--- config.mk ---
export PLATFORM = sky130hd
export DESIGN_NAME = riscv_issue_sb
export DESIGN_NICKNAME = d
export VERILOG_FILES = /design/src/rtl/riscv_issue_sb_pkg.sv /design/src/rtl/riscv_sb_entry.sv /design/src/rtl/riscv_issue_sb.sv
export SDC_FILE = /design/constraint.sdc
export NUM_CORES = 1
export LEC_CHECK = 0
export CORE_ASPECT_RATIO = 1.5
export CORE_MARGIN = 5
export CORE_UTILIZATION = 53
export DETAILED_ROUTE_END_ITERATION = 12
export PLACE_DENSITY = 0.74
export SLEW_MARGIN = 20
export SYNTH_ARGS = -nofsm -noshare
export SYNTH_HDL_FRONTEND = slang
export SYNTH_SLANG_ARGS = --single-unit
--- constraint.sdc ---
create_clock -name clk -period 5.7 [get_ports clk]
set_input_delay 1.14 -clock clk [delete_from_list [all_inputs] [get_ports clk]]
set_output_delay 1.14 -clock clk [all_outputs]
set_load 0.1 [all_outputs]
--- src/rtl/riscv_issue_sb_pkg.sv ---
// rtl/riscv_issue_sb_pkg.sv - class encodings and latency limits shared by the issue scoreboard
package riscv_issue_sb_pkg;

    typedef enum logic [2:0] {
        CLS_EXEC   = 3'd0,
        CLS_LOAD   = 3'd1,
        CLS_STORE  = 3'd2,
        CLS_MUL    = 3'd3,
        CLS_DIV    = 3'd4,
        CLS_CSR    = 3'd5,
        CLS_BRANCH = 3'd6,
        CLS_RSVD   = 3'd7
    } cls_e;

    localparam int CNT_W   = 3;
    localparam int LAT_MAX = 7;

    function automatic int lat_clamp(input int l);
        return (l > LAT_MAX) ? LAT_MAX : ((l < 0) ? 0 : l);
    endfunction

    function automatic logic is_mem(input logic [2:0] c);
        return (c == CLS_LOAD) || (c == CLS_STORE);
    endfunction

endpackage

--- src/rtl/riscv_sb_entry.sv ---
// rtl/riscv_sb_entry.sv - per-register latency countdown and divider-pending flag
module riscv_sb_entry
    import riscv_issue_sb_pkg::*;
(
    input  logic             clk,
    input  logic             rst_n,
    input  logic             load,
    input  logic [CNT_W-1:0] load_val,
    input  logic             set_div,
    input  logic             clr_div,
    input  logic             hold,
    input  logic             flush,
    output logic             blocked,
    output logic             busy,
    output logic             div_pend
);

    logic [CNT_W-1:0] cnt_q, cnt_d;
    logic             div_pend_q, div_pend_d;

    always_comb begin
        cnt_d      = cnt_q;
        div_pend_d = div_pend_q;
        if (flush) begin
            cnt_d      = '0;
            div_pend_d = 1'b0;
        end else begin
            if (load)
                cnt_d = load_val;
            else if ((cnt_q != '0) && !hold)
                cnt_d = cnt_q - 1'b1;
            // A new DIV can only issue with no divide pending, so set wins over writeback
            if (set_div)
                div_pend_d = 1'b1;
            else if (clr_div)
                div_pend_d = 1'b0;
        end
    end

    always_ff @(posedge clk or negedge rst_n) begin
        if (!rst_n) begin
            cnt_q      <= '0;
            div_pend_q <= 1'b0;
        end else begin
            cnt_q      <= cnt_d;
            div_pend_q <= div_pend_d;
        end
    end

    // Writeback releases its register in the same cycle it arrives
    assign blocked  = (cnt_q != '0) | (div_pend_q & ~clr_div);
    assign busy     = (cnt_q != '0) | div_pend_q;
    assign div_pend = div_pend_q;

endmodule

--- src/rtl/riscv_issue_sb.sv ---
// rtl/riscv_issue_sb.sv - dual-lane issue scoreboard; RISCV_ISSUE_SB_DUAL_EN enables slot-1 issue
module riscv_issue_sb
    import riscv_issue_sb_pkg::*;
#(
    parameter int LOAD_LATENCY = 1,
    parameter int MUL_LATENCY  = 1
) (
    input  logic        clk,
    input  logic        rst_n,
    input  logic        s0_valid,
    input  logic [4:0]  s0_ra,
    input  logic [4:0]  s0_rb,
    input  logic [4:0]  s0_rd,
    input  logic        s0_rd_valid,
    input  logic [2:0]  s0_class,
    input  logic        s1_valid,
    input  logic [4:0]  s1_ra,
    input  logic [4:0]  s1_rb,
    input  logic [4:0]  s1_rd,
    input  logic        s1_rd_valid,
    input  logic [2:0]  s1_class,
    input  logic        hold,
    input  logic        flush,
    input  logic        div_wb_valid,
    input  logic [4:0]  div_wb_rd,
    output logic        s0_issue,
    output logic        s1_issue,
    output logic [31:0] busy
);

    localparam logic [CNT_W-1:0] LD_LAT  = CNT_W'(lat_clamp(LOAD_LATENCY));
    localparam logic [CNT_W-1:0] MUL_LAT = CNT_W'(lat_clamp(MUL_LATENCY));

    function automatic logic [CNT_W-1:0] lat_of(input logic [2:0] c);
        case (c)
            CLS_LOAD: return LD_LAT;
            CLS_MUL:  return MUL_LAT;
            default:  return '0;
        endcase
    endfunction

    logic        ready_q, ready_d;
    logic [31:0] blocked;
    logic [31:0] div_pend;
    logic        div_any;
    logic        s0_clean;

    logic             s0_wr, s0_div, s1_wr, s1_div;
    logic [CNT_W-1:0] s0_lat, s1_lat;
    logic [4:0]       s1_rd_w;

    always_comb begin
        ready_d = 1'b1;
    end

    always_ff @(posedge clk or negedge rst_n) begin
        if (!rst_n)
            ready_q <= 1'b0;
        else
            ready_q <= ready_d;
    end

    assign div_any  = |div_pend;
    assign s0_clean = ~blocked[s0_ra] & ~blocked[s0_rb] & ~(s0_rd_valid & blocked[s0_rd]);
    assign s0_issue = ready_q & ~hold & ~flush & s0_valid & s0_clean
                    & ~((s0_class == CLS_DIV) & div_any);

    assign s0_wr  = s0_issue & s0_rd_valid;
    assign s0_div = (s0_class == CLS_DIV);
    assign s0_lat = lat_of(s0_class);

`ifdef RISCV_ISSUE_SB_DUAL_EN
    logic s1_clean, pair_csr, pair_shared, pair_dep;

    assign s1_clean    = ~blocked[s1_ra] & ~blocked[s1_rb] & ~(s1_rd_valid & blocked[s1_rd]);
    assign pair_csr    = (s0_class == CLS_CSR) | (s1_class == CLS_CSR);
    assign pair_shared = (is_mem(s0_class) & is_mem(s1_class))
                       | ((s0_class == CLS_MUL) & (s1_class == CLS_MUL))
                       | ((s0_class == CLS_DIV) & (s1_class == CLS_DIV))
                       | ((s0_class == CLS_BRANCH) & (s1_class == CLS_BRANCH));
    // s1 rd is compared even when s1 does not write, keeping the two write ports disjoint
    assign pair_dep    = s0_rd_valid & (s0_rd != 5'd0)
                       & ((s0_rd == s1_ra) | (s0_rd == s1_rb) | (s0_rd == s1_rd));
    assign s1_issue    = s0_issue & s1_valid & s1_clean & ~pair_csr & ~pair_shared & ~pair_dep
                       & ~((s1_class == CLS_DIV) & div_any);

    assign s1_wr   = s1_issue & s1_rd_valid;
    assign s1_div  = (s1_class == CLS_DIV);
    assign s1_lat  = lat_of(s1_class);
    assign s1_rd_w = s1_rd;
`else
    logic unused_s1;

    assign unused_s1 = ^{s1_valid, s1_ra, s1_rb, s1_rd, s1_rd_valid, s1_class};
    assign s1_issue  = 1'b0;
    assign s1_wr     = 1'b0;
    assign s1_div    = 1'b0;
    assign s1_lat    = '0;
    assign s1_rd_w   = '0;
`endif

    assign blocked[0]  = 1'b0;
    assign busy[0]     = 1'b0;
    assign div_pend[0] = 1'b0;

    for (genvar r = 1; r < 32; r++) begin : g_ent
        logic s0_hit, s1_hit;

        assign s0_hit = s0_wr & (s0_rd == 5'(r));
        assign s1_hit = s1_wr & (s1_rd_w == 5'(r));

        riscv_sb_entry u_ent (
            .clk      (clk),
            .rst_n    (rst_n),
            .load     ((s0_hit & ~s0_div) | (s1_hit & ~s1_div)),
            .load_val (s0_hit ? s0_lat : s1_lat),
            .set_div  ((s0_hit & s0_div) | (s1_hit & s1_div)),
            .clr_div  (div_wb_valid & (div_wb_rd == 5'(r))),
            .hold     (hold),
            .flush    (flush),
            .blocked  (blocked[r]),
            .busy     (busy[r]),
            .div_pend (div_pend[r])
        );
    end

endmodule

==> results of run 1 <==
[routing by layer]
layer	track usage	vias up	wire length [um]
li1	-	3946	-
met1	0.348	4080	11500
met2	0.486	324	14400
met3	0.0428	85	1680
met4	0.143	0	1530
met5	0	-	0
[final cells by class]
type                       instances  area share
multi-input combinational        776       0.498
timing repair buffer             103      0.0873
inverter                         120      0.0425
clock buffer                      23      0.0460
tap                              213      0.0251
sequential                       125       0.295
clock inverter                     6     0.00590
[critical path: stages]
cell             delay (ns)
clkdlybuf4s50_1        0.78
nand2_1                0.35
o41ai_1                0.60
o22ai_1                0.18
o311ai_0               0.35
o2bb2ai_1              0.15
nor3_4                 0.25
and4b_1                0.33
buf_12                 0.20
[registers in the layout (all words and copies together) (netlist names)]
name and flops:
g_ent.u_ent.div_pend 31, g_ent.u_ent.cnt_q 93, ready_q 1
[cell families after synthesis]
| group | after synthesis | synth area share |
|---|---|---|
| AND/OR/NAND/NOR | 379 | 0.220 |
| other | 2 | 0.000803 |
| adder cells (fa/ha/maj) | 62 | 0.0829 |
| XOR/XNOR | 50 | 0.0468 |
| AO/OA/AOI/OAI | 266 | 0.193 |
| multiplexers | 16 | 0.0207 |
| buffers and inverters | 212 | 0.101 |
| flip-flops | 125 | 0.334 |
[power breakdown]
| part | internal (mW) | leakage [nW] | switching [mW] | total (mW) |
|---|---|---|---|---|
| combinational | 1.46 | 2.49 | 3.22 | 4.68 |
| clock | 0.636 | 0.263 | 0.398 | 1.03 |
| sequential | 1.15 | 1.71 | 0.132 | 1.28 |
| total | 3.24 | 4.47 | 3.75 | 6.99 |
[through the flow]
stage               area [um^2]  total power [mW]
detailed placement        10100              5.93
global placement          10100              5.85
finish                    10600              6.99
CTS                       10600              6.99
global route              10600              7.41
floorplan                  9360              5.16
[placed cells by master (no fill, tap or decap), types with 5 or more instances in the layout]
master,instances
mux2i_1,7
nand4_1,6
mux2_2,7
nand3_1,18
xnor2_1,39
nor4bb_1,5
o31ai_1,9
ha_1,62
clkbuf_16,17
o41ai_1,6
and4b_1,5
inv_1,120
or3_1,10
nor3_1,54
a211oi_1,14
nor4_1,11
or3b_2,12
nor2b_1,25
clkdlybuf4s50_1,57
o21ai_0,74
o22ai_2,8
nand2_1,87
or4_1,8
nand2b_1,15
o311ai_0,15
a21oi_1,47
nor3b_1,15
dfrtp_1,125
nor2_1,83
buf_4,44
o211ai_1,22
xor2_1,11
a31oi_1,14
o21ai_1,9
[final timing paths]
check	endpoint	from	depth (start not counted)	slack, ns
worst max-delay path	s0_issue	div_wb_rd[2]	9	0.20
worst min-delay path	g_ent[18].u_ent.cnt_q[2]	g_ent[18].u_ent.cnt_q[2]	2	0.54
worst max register to register	g_ent[31].u_ent.div_pend	g_ent[4].u_ent.cnt_q[0]	12	1.76
worst min register to register	g_ent[18].u_ent.cnt_q[2]	g_ent[18].u_ent.cnt_q[2]	2	0.54
max in group asynchronous	g_ent[13].u_ent.cnt_q[0]	rst_n	2	4.01
min in group asynchronous	g_ent[26].u_ent.cnt_q[0]	rst_n	1	0.63
==> impl_summary.md, run 1 <==
Yosys
The flip-flop and latch count after synthesis is 125. After synthesis, the most frequently instantiated cells are dfrtp_1 (125), inv_1 (120), nand2_1 (87). Yosys attributes the largest share of cell area to dfrtp_1 (33%), ha_1 (8.3%), inv_1 (4.8%).

For this run, the number of Yosys warnings is 0. Of the post-synthesis cell area, the dominant cell type holds 0.334. Of the synthesized area, sequential elements account for 0.334. The average instance area after synthesis is about 8.4 um^2. The biggest area contributor in the post-synthesis netlist is dfrtp_1. dfrtp_1 is the most common cell in the netlist.

After synthesis, the share of flip-flops with an asynchronous set or reset is 1.00. The post-synth design cell area is roughly 9400 um^2. The post-synthesis instance total is 1112. The count of distinct cell types in the synthesized netlist is just under 80. For this run, the leading register cell type out of synthesis is dfrtp_1. The number of flops mapped to enable cells by yosys is 0.

Drt
The total via count in the routed design is between 8000 and 9000. The total wire length is 29100 um. In the final routed layout, each cell accounts on average for between 20 and 25 um. In this run, the number of DRC markers left after iteration 0 of detailed routing was slightly above 600.

The DRC violation count after routing is 0. The first-pass detailed-route iteration total is 5. In the routed layout, each cell is associated on average with a via count of ~6. In this run the remaining antenna-violating nets after routing total 0.

Layout
The area of all sequential standard cells is 3130 um^2. Compared with the post-synthesis result, the final layout area differs by 13.3%. The share of final-layout standard cells stronger than drive strength 1 is 0.105. The number of standard cells in the final layout excluding fillers is roughly 1400. The core utilization of the finished layout is 0.611. The repair_antennas step left the layout with diodes totalling 0. The multi-input combinational cells in the finished layout cover a total of 5280 um^2. After filler insertion, the fill cell instance count of the layout stands at approximately 1500.

The net count of the finished layout is 1255.

STA
The number of hold violations in the final report is 0. The largest clock skew in the final design is between 0.01 and 0.015 ns. The final-report max-slew violation count was 0. The least setup slack across all paths after layout is 0.202 ns. The highest clock frequency the design can meet is roughly 180 MHz. The relative slew slack is 0.336.

Setup repair after global routing left no endpoint under its margin. The tightest hold path in the finished design has a slack of 0.543 ns. The post-layout minimum cycle time is between 5 and 6 ns. The final total negative setup slack is 0 ns. Setup violations remaining at the end of the flow were counted as 0. Dividing the final minimum period by the clock period gives 0.965. The slew at the pin with the worst max-slew slack is slightly below 1 ns.

Pwr
The maximum vdd ir drop is approximately 0.55 mV. The power density over the cells is 660 nW/um^2. In this run the static leakage power is 4.47 nW.

Clock network
The clock network latency to the later pin of the worst-skew pair is between 0.4 and 0.5 ns. The clock root buffer is clkbuf_16. After clock tree synthesis, the flow added hold-fix buffers numbering 0.

The H-tree was split into 4 levels. After clock tree synthesis, the clock-pin slew on the worst setup and hold paths is roughly 0.060 ns. In this run the post-CTS setup repair buffer count came out at 0.

The buffer depth of the longest clock path is 2. The clock drives approximately 130 sinks. The TritonCTS clock tree is done. The count of cells resized by post-cts repair is 0. The CTS buffer count is 17.

Worst setup path
Of all nets on the critical path, the largest fanout is 10. The worst path arrival time is between 4 and 5 ns. The kind of end point of the critical path is an output pin.

The worst setup path is of the input port to output pin kind. The critical path data required time is 4.56 ns. STA classifies the critical path startpoint as an input port.

Die
In this run the core area contains 59 standard-cell rows. The die covers ~20000 um^2. For this design the top-level I/O count stands at 84. The die is roughly 170 um tall.

The area inside the core boundary is ~17000 um^2. In this run the horizontal extent of the chip is ~120 um. The initial utilization of the core area, before any placement, comes to 0.539.

Place
The count of buffers added on input and output ports is 61. The post-placement worst setup slack is 0.357 ns. At the end of routability-driven placement, the weighted congestion stood at between 1 and 1.5. The total half-perimeter wirelength after legalization and detailed placement is roughly 21000 um. Including well taps, the total number of placed cells is roughly 1300.

Outcome
The run finished with clean final reports.

Flow run
The number of maximum-capacitance violations is 0.

Global route
Entering global routing, the biggest net connects 54 pins. For this run, the total global-route usage over all layers was measured as 0.285. Global routing finished with a remaining overflow of 0.

The initial antenna violation count is 0. The number of global-route vias before repair is around 8500. The first-pass GRT wire length is 46300 um.

Min path
The worst hold path belongs to the class register to register.
Power figures use the tool's default switching activity.
==> run 2: changes to the inputs <==
--- a/config.mk
+++ b/config.mk
@@ -7,10 +7,11 @@
 export LEC_CHECK = 0
 export CORE_ASPECT_RATIO = 1.5
 export CORE_MARGIN = 5
-export CORE_UTILIZATION = 53
+export CORE_UTILIZATION = 47
 export DETAILED_ROUTE_END_ITERATION = 12
-export PLACE_DENSITY = 0.74
+export PLACE_DENSITY = 0.67
 export SLEW_MARGIN = 20
 export SYNTH_ARGS = -nofsm -noshare
 export SYNTH_HDL_FRONTEND = slang
+export SYNTH_HIERARCHICAL = 1
 export SYNTH_SLANG_ARGS = --single-unit
==> run 2 against run 1 <==
Effect of this change: setup slack worse by 0.024 ns; flip-flop and latch count is the same; power down 14%; first-iteration DRC count grew 28%; clock power about the same; design area increased by 14%; clock-buffer cell count is 2 higher.
==> impl_summary.md, run 2 <==
Outcome
The run finished with clean final reports.

Yosys
The warning count from the yosys run is 6. The most used flip-flop cell after synthesis is dfrtp_1. The top-area cell type share of the netlist area is 0.307. Of the synthesized area, sequential elements account for 0.307. By count the netlist is led by inv_1 (190), nand2_1 (182), dfrtp_1 (125). Among all cell types in the netlist, the one instantiated most often is inv_1. After synthesis, the mean cell area works out to between 7 and 8 um^2. The async set-or-reset flop fraction in the synthesized netlist is 1.00. The flip-flop and latch count after synthesis is between 100 and 150. The post-synth design cell area is 10200 um^2.

The largest total area in the synthesized netlist belongs to dfrtp_1. Counting flops with a built-in enable in the synthesized netlist gives 0. The post-synthesis instance total is between 1000 and 1500.

Yosys attributes the largest share of cell area to dfrtp_1 (31%), ha_1 (7.6%), inv_1 (7.0%). The count of distinct cell types in the synthesized netlist is 46.

Place
Once detailed placement completed, the half-perimeter wirelength came to about 22000 um. The instance count after placement with tap cells included is 1738. The number of buffers added on ports is between 60 and 70. The congestion estimate from routability-driven global placement came to between 0.9 and 1.

Global route
Across every metal layer, demand over resource in global routing totals 0.257. The aggregate global routing overflow is 0. The initial antenna violation count is 0. The number of global-route vias before repair is around 9700. The first global-routing pass estimated ~50000 um of wire. Entering global routing, the biggest net connects 94 pins.

Worst setup path
The critical path data required time is approximately 4.6 ns. STA classifies the critical path startpoint as an input port. The kind of end point of the critical path is an output pin. The worst register-to-register path begins at g_ent[22].u_ent/cnt_q[0]. The worst setup slack for register-to-register paths is between 1.5 and 2 ns. The critical-path maximum fanout is 5.

The worst register-to-register path ends at g_ent[10].u_ent/cnt_q[0]. The largest single stage delay on the critical path is 0.60 ns. The critical path goes through clkdlybuf4s50_1 -> nor2b_2 -> nand3b_1 -> nor3_1 -> o21ai_0 -> mux4_2 -> or2_2 -> o2111ai_1 -> nand4_1 -> nor3_4 -> buf_12. The setup path with the least slack is of type input port to output pin. The depth of the most critical reg-to-reg path is 12. The slowest library cell on the worst path is clkdlybuf4s50_1.

Data arrives at the worst endpoint at 4.38 ns.

STA
The highest clock frequency the design can meet is roughly 180 MHz. Setup repair after global routing left no endpoint under its margin. The largest clock skew in the final design is around 0.0093 ns. Summed over all failing endpoints, the final setup total negative slack is 0 ns. The relative slew slack is 0.220. The number of hold violations in the final report was 0. The post-layout minimum cycle time is 5.52 ns. Setup violations remaining at the end of the flow were counted as 0. The period utilization is 0.969. The final-report max-slew violation count came to 0.

For the pin with the worst max-slew slack, the measured transition is ~1.2 ns.

Clock network
After clock tree synthesis, the clock-pin slew on the worst setup and hold paths is about 0.060 ns. The TritonCTS clock tree is done. The clock root buffer is clkbuf_16. The H-tree was split into 4 levels. Clock latency on the worst-skew pair, taken at its later pin, is between 0.4 and 0.5 ns. The tree built by TritonCTS fans out to 125 sinks. After clock tree synthesis, the setup repair step added 0 buffers.

The buffer depth of the longest clock path is 2. The CTS buffer count is 17.

Layout
From synthesis to final layout, the design area changed by 18.9%. Excluding fillers, the count of instances in the completed layout stands at between 1500 and 2000. The library cells used most frequently in the layout, excluding fill and tap cells, are inv_1 (190), nand2_1 (181), dfrtp_1 (125). The number of flip-flops in the largest register is just over 90. The number of filler instances in the final layout is just over 2000. In the final layout, the share of cells above drive strength 1 is 0.0962. The count of antenna diodes in the layout is 0. More flip-flops sit in one register than any other, and that register is g_ent.u_ent/cnt_q. The library cell used most frequently in the layout, excluding fill and tap cells, is inv_1.

At the end of the flow, the number of nets in the layout was roughly 1600.

Drt
Using the TritonRoute via totals, the vias-per-cell ratio works out to between 5 and 6. The number of DRC violations after detailed-routing iteration 0 is around 800. Before antenna repair, the detailed router went through 7 iterations. The detail route stage leaves a number of antenna-violating nets equal to 0. The total wire length is 30600 um.

In the routed design, unresolved DRC markers number 0. The routed length per instance is roughly 17 um. The total via count in the routed design is just under 10000.

Min path
The source of the worst hold timing path is g_ent[11].u_ent/div_pend. The instance count along the most critical hold path is 2. The class of the tightest hold or removal check is register to register. The worst hold path terminates at g_ent[11].u_ent/div_pend.

Die
In this run the vertical extent of the chip is roughly 190 um. The area inside the core boundary is around 22000 um^2. The starting density of the core is 0.472. The floorplan has between 60 and 70 rows.

The die is 130 um wide. between 80 and 90 I/O pins were placed. The overall die area is between 20000 and 25000 um^2.

Pwr
The power density over the cells is 499 nW/um^2. The maximum vdd ir drop is approximately 0.5 mV. The static leakage is 4.70 nW.

Flow run
The number of maximum-capacitance violations is 0.
run 2: changes by cell type in the layout (fill, tap and decap cells not counted), sizes merged, moves of 50 or more:
cell / previous run / this run
nor4: 11 / 99
nor3: 55 / 110
inv: 120 / 190
o21a: 1 / 61
nor2: 84 / 143
conb: 3 / 65
nand2: 87 / 182
o21ai: 84 / 34
run 2: power by group:
group          total, mW  internal, mW  switching [mW]
Clock               1.05         0.641           0.409
Sequential          1.13          1.07          0.0610
Combinational       3.86          1.20            2.66
run 2: kinds of logic (layout without fill, tap and decap cells):
| kind of cell | Yosys count | in the layout | share of synthesized area |
|---|---|---|---|
| other cells | 2 | 65 | 0.000738 |
| buf+inv | 241 | 330 | 0.0959 |
| xor+xnor | 30 | 30 | 0.0258 |
| fa+ha+maj | 62 | 62 | 0.0762 |
| flops | 125 | 125 | 0.307 |
| simple gates | 655 | 655 | 0.319 |
| mux | 29 | 29 | 0.0523 |
| compound gates | 201 | 201 | 0.123 |
run 2: layout make-up:
type | count | area [um^2] | share of cell area
sequential | 125 | 3130 | 0.259
multi-input combinational | 1042 | 6350 | 0.525
inverter | 190 | 713 | 0.0590
clock inverter | 6 | 60.1 | 0.00497
clock buffer | 25 | 495 | 0.0410
timing repair buffer | 109 | 1000 | 0.0829
tap | 272 | 340 | 0.0281
run 2: per-stage QoR:
| stage | total power, mW | setup WS (ns) | utilization | instance area (um^2) | hold WS, ns |
|---|---|---|---|---|---|
| 2_1_floorplan | 4.09 | 0.0987 | - | 10400 | 0.504 |
| 5_1_grt | 6.42 | 0.0229 | 0.561 | 12100 | 0.564 |
| 6_report | 6.04 | 0.179 | 0.561 | 12100 | 0.544 |
| 3_5_place_dp | 4.98 | 0.138 | 0.535 | 11500 | 0.530 |
| 3_3_place_gp | 4.92 | 0.168 | 0.535 | 11500 | 0.522 |
| 4_1_cts | 6.06 | 0.134 | 0.560 | 12100 | 0.541 |
run 2: worst max-delay path, delay by kind of cell:
| kind | cells | cell delay [ns] |
|---|---|---|
| multiplexers | 1 | 0.52 |
| AND/OR/NAND/NOR | 6 | 1.60 |
| AO/OA/AOI/OAI | 2 | 0.30 |
| buffers and inverters | 2 | 0.81 |
run 2: worst max-delay path by stage:
| stage | cells past startpoint | startpoint | slack (ns) | endpoint |
|---|---|---|---|---|
| after detailed placement | 10 | div_wb_rd[1] | 0.14 | s0_issue |
| final | 11 | div_wb_valid | 0.18 | s0_issue |
| after global placement | 11 | div_wb_valid | 0.17 | s0_issue |
| after global routing | 11 | div_wb_valid | 0.02 | s0_issue |
| after CTS | 10 | div_wb_rd[1] | 0.13 | s0_issue |
| after floorplan | 10 | div_wb_rd[1] | 0.1 | s0_issue |
run 2: repair_timing:
item	4_1_cts	5_1_grt
resized for setup	0	3
hold buffers	0	0
setup endpoints to repair	0	1
run 2: routing by layer:
| layer | vias up | global-route usage | part of all wire |
|---|---|---|---|
| met5 | - | 0 | 0 |
| met4 | 0 | 0.139 | 0.050 |
| met1 | 4619 | 0.310 | 0.40 |
| met3 | 92 | 0.0539 | 0.065 |
| met2 | 337 | 0.423 | 0.49 |
| li1 | 4833 | - | - |
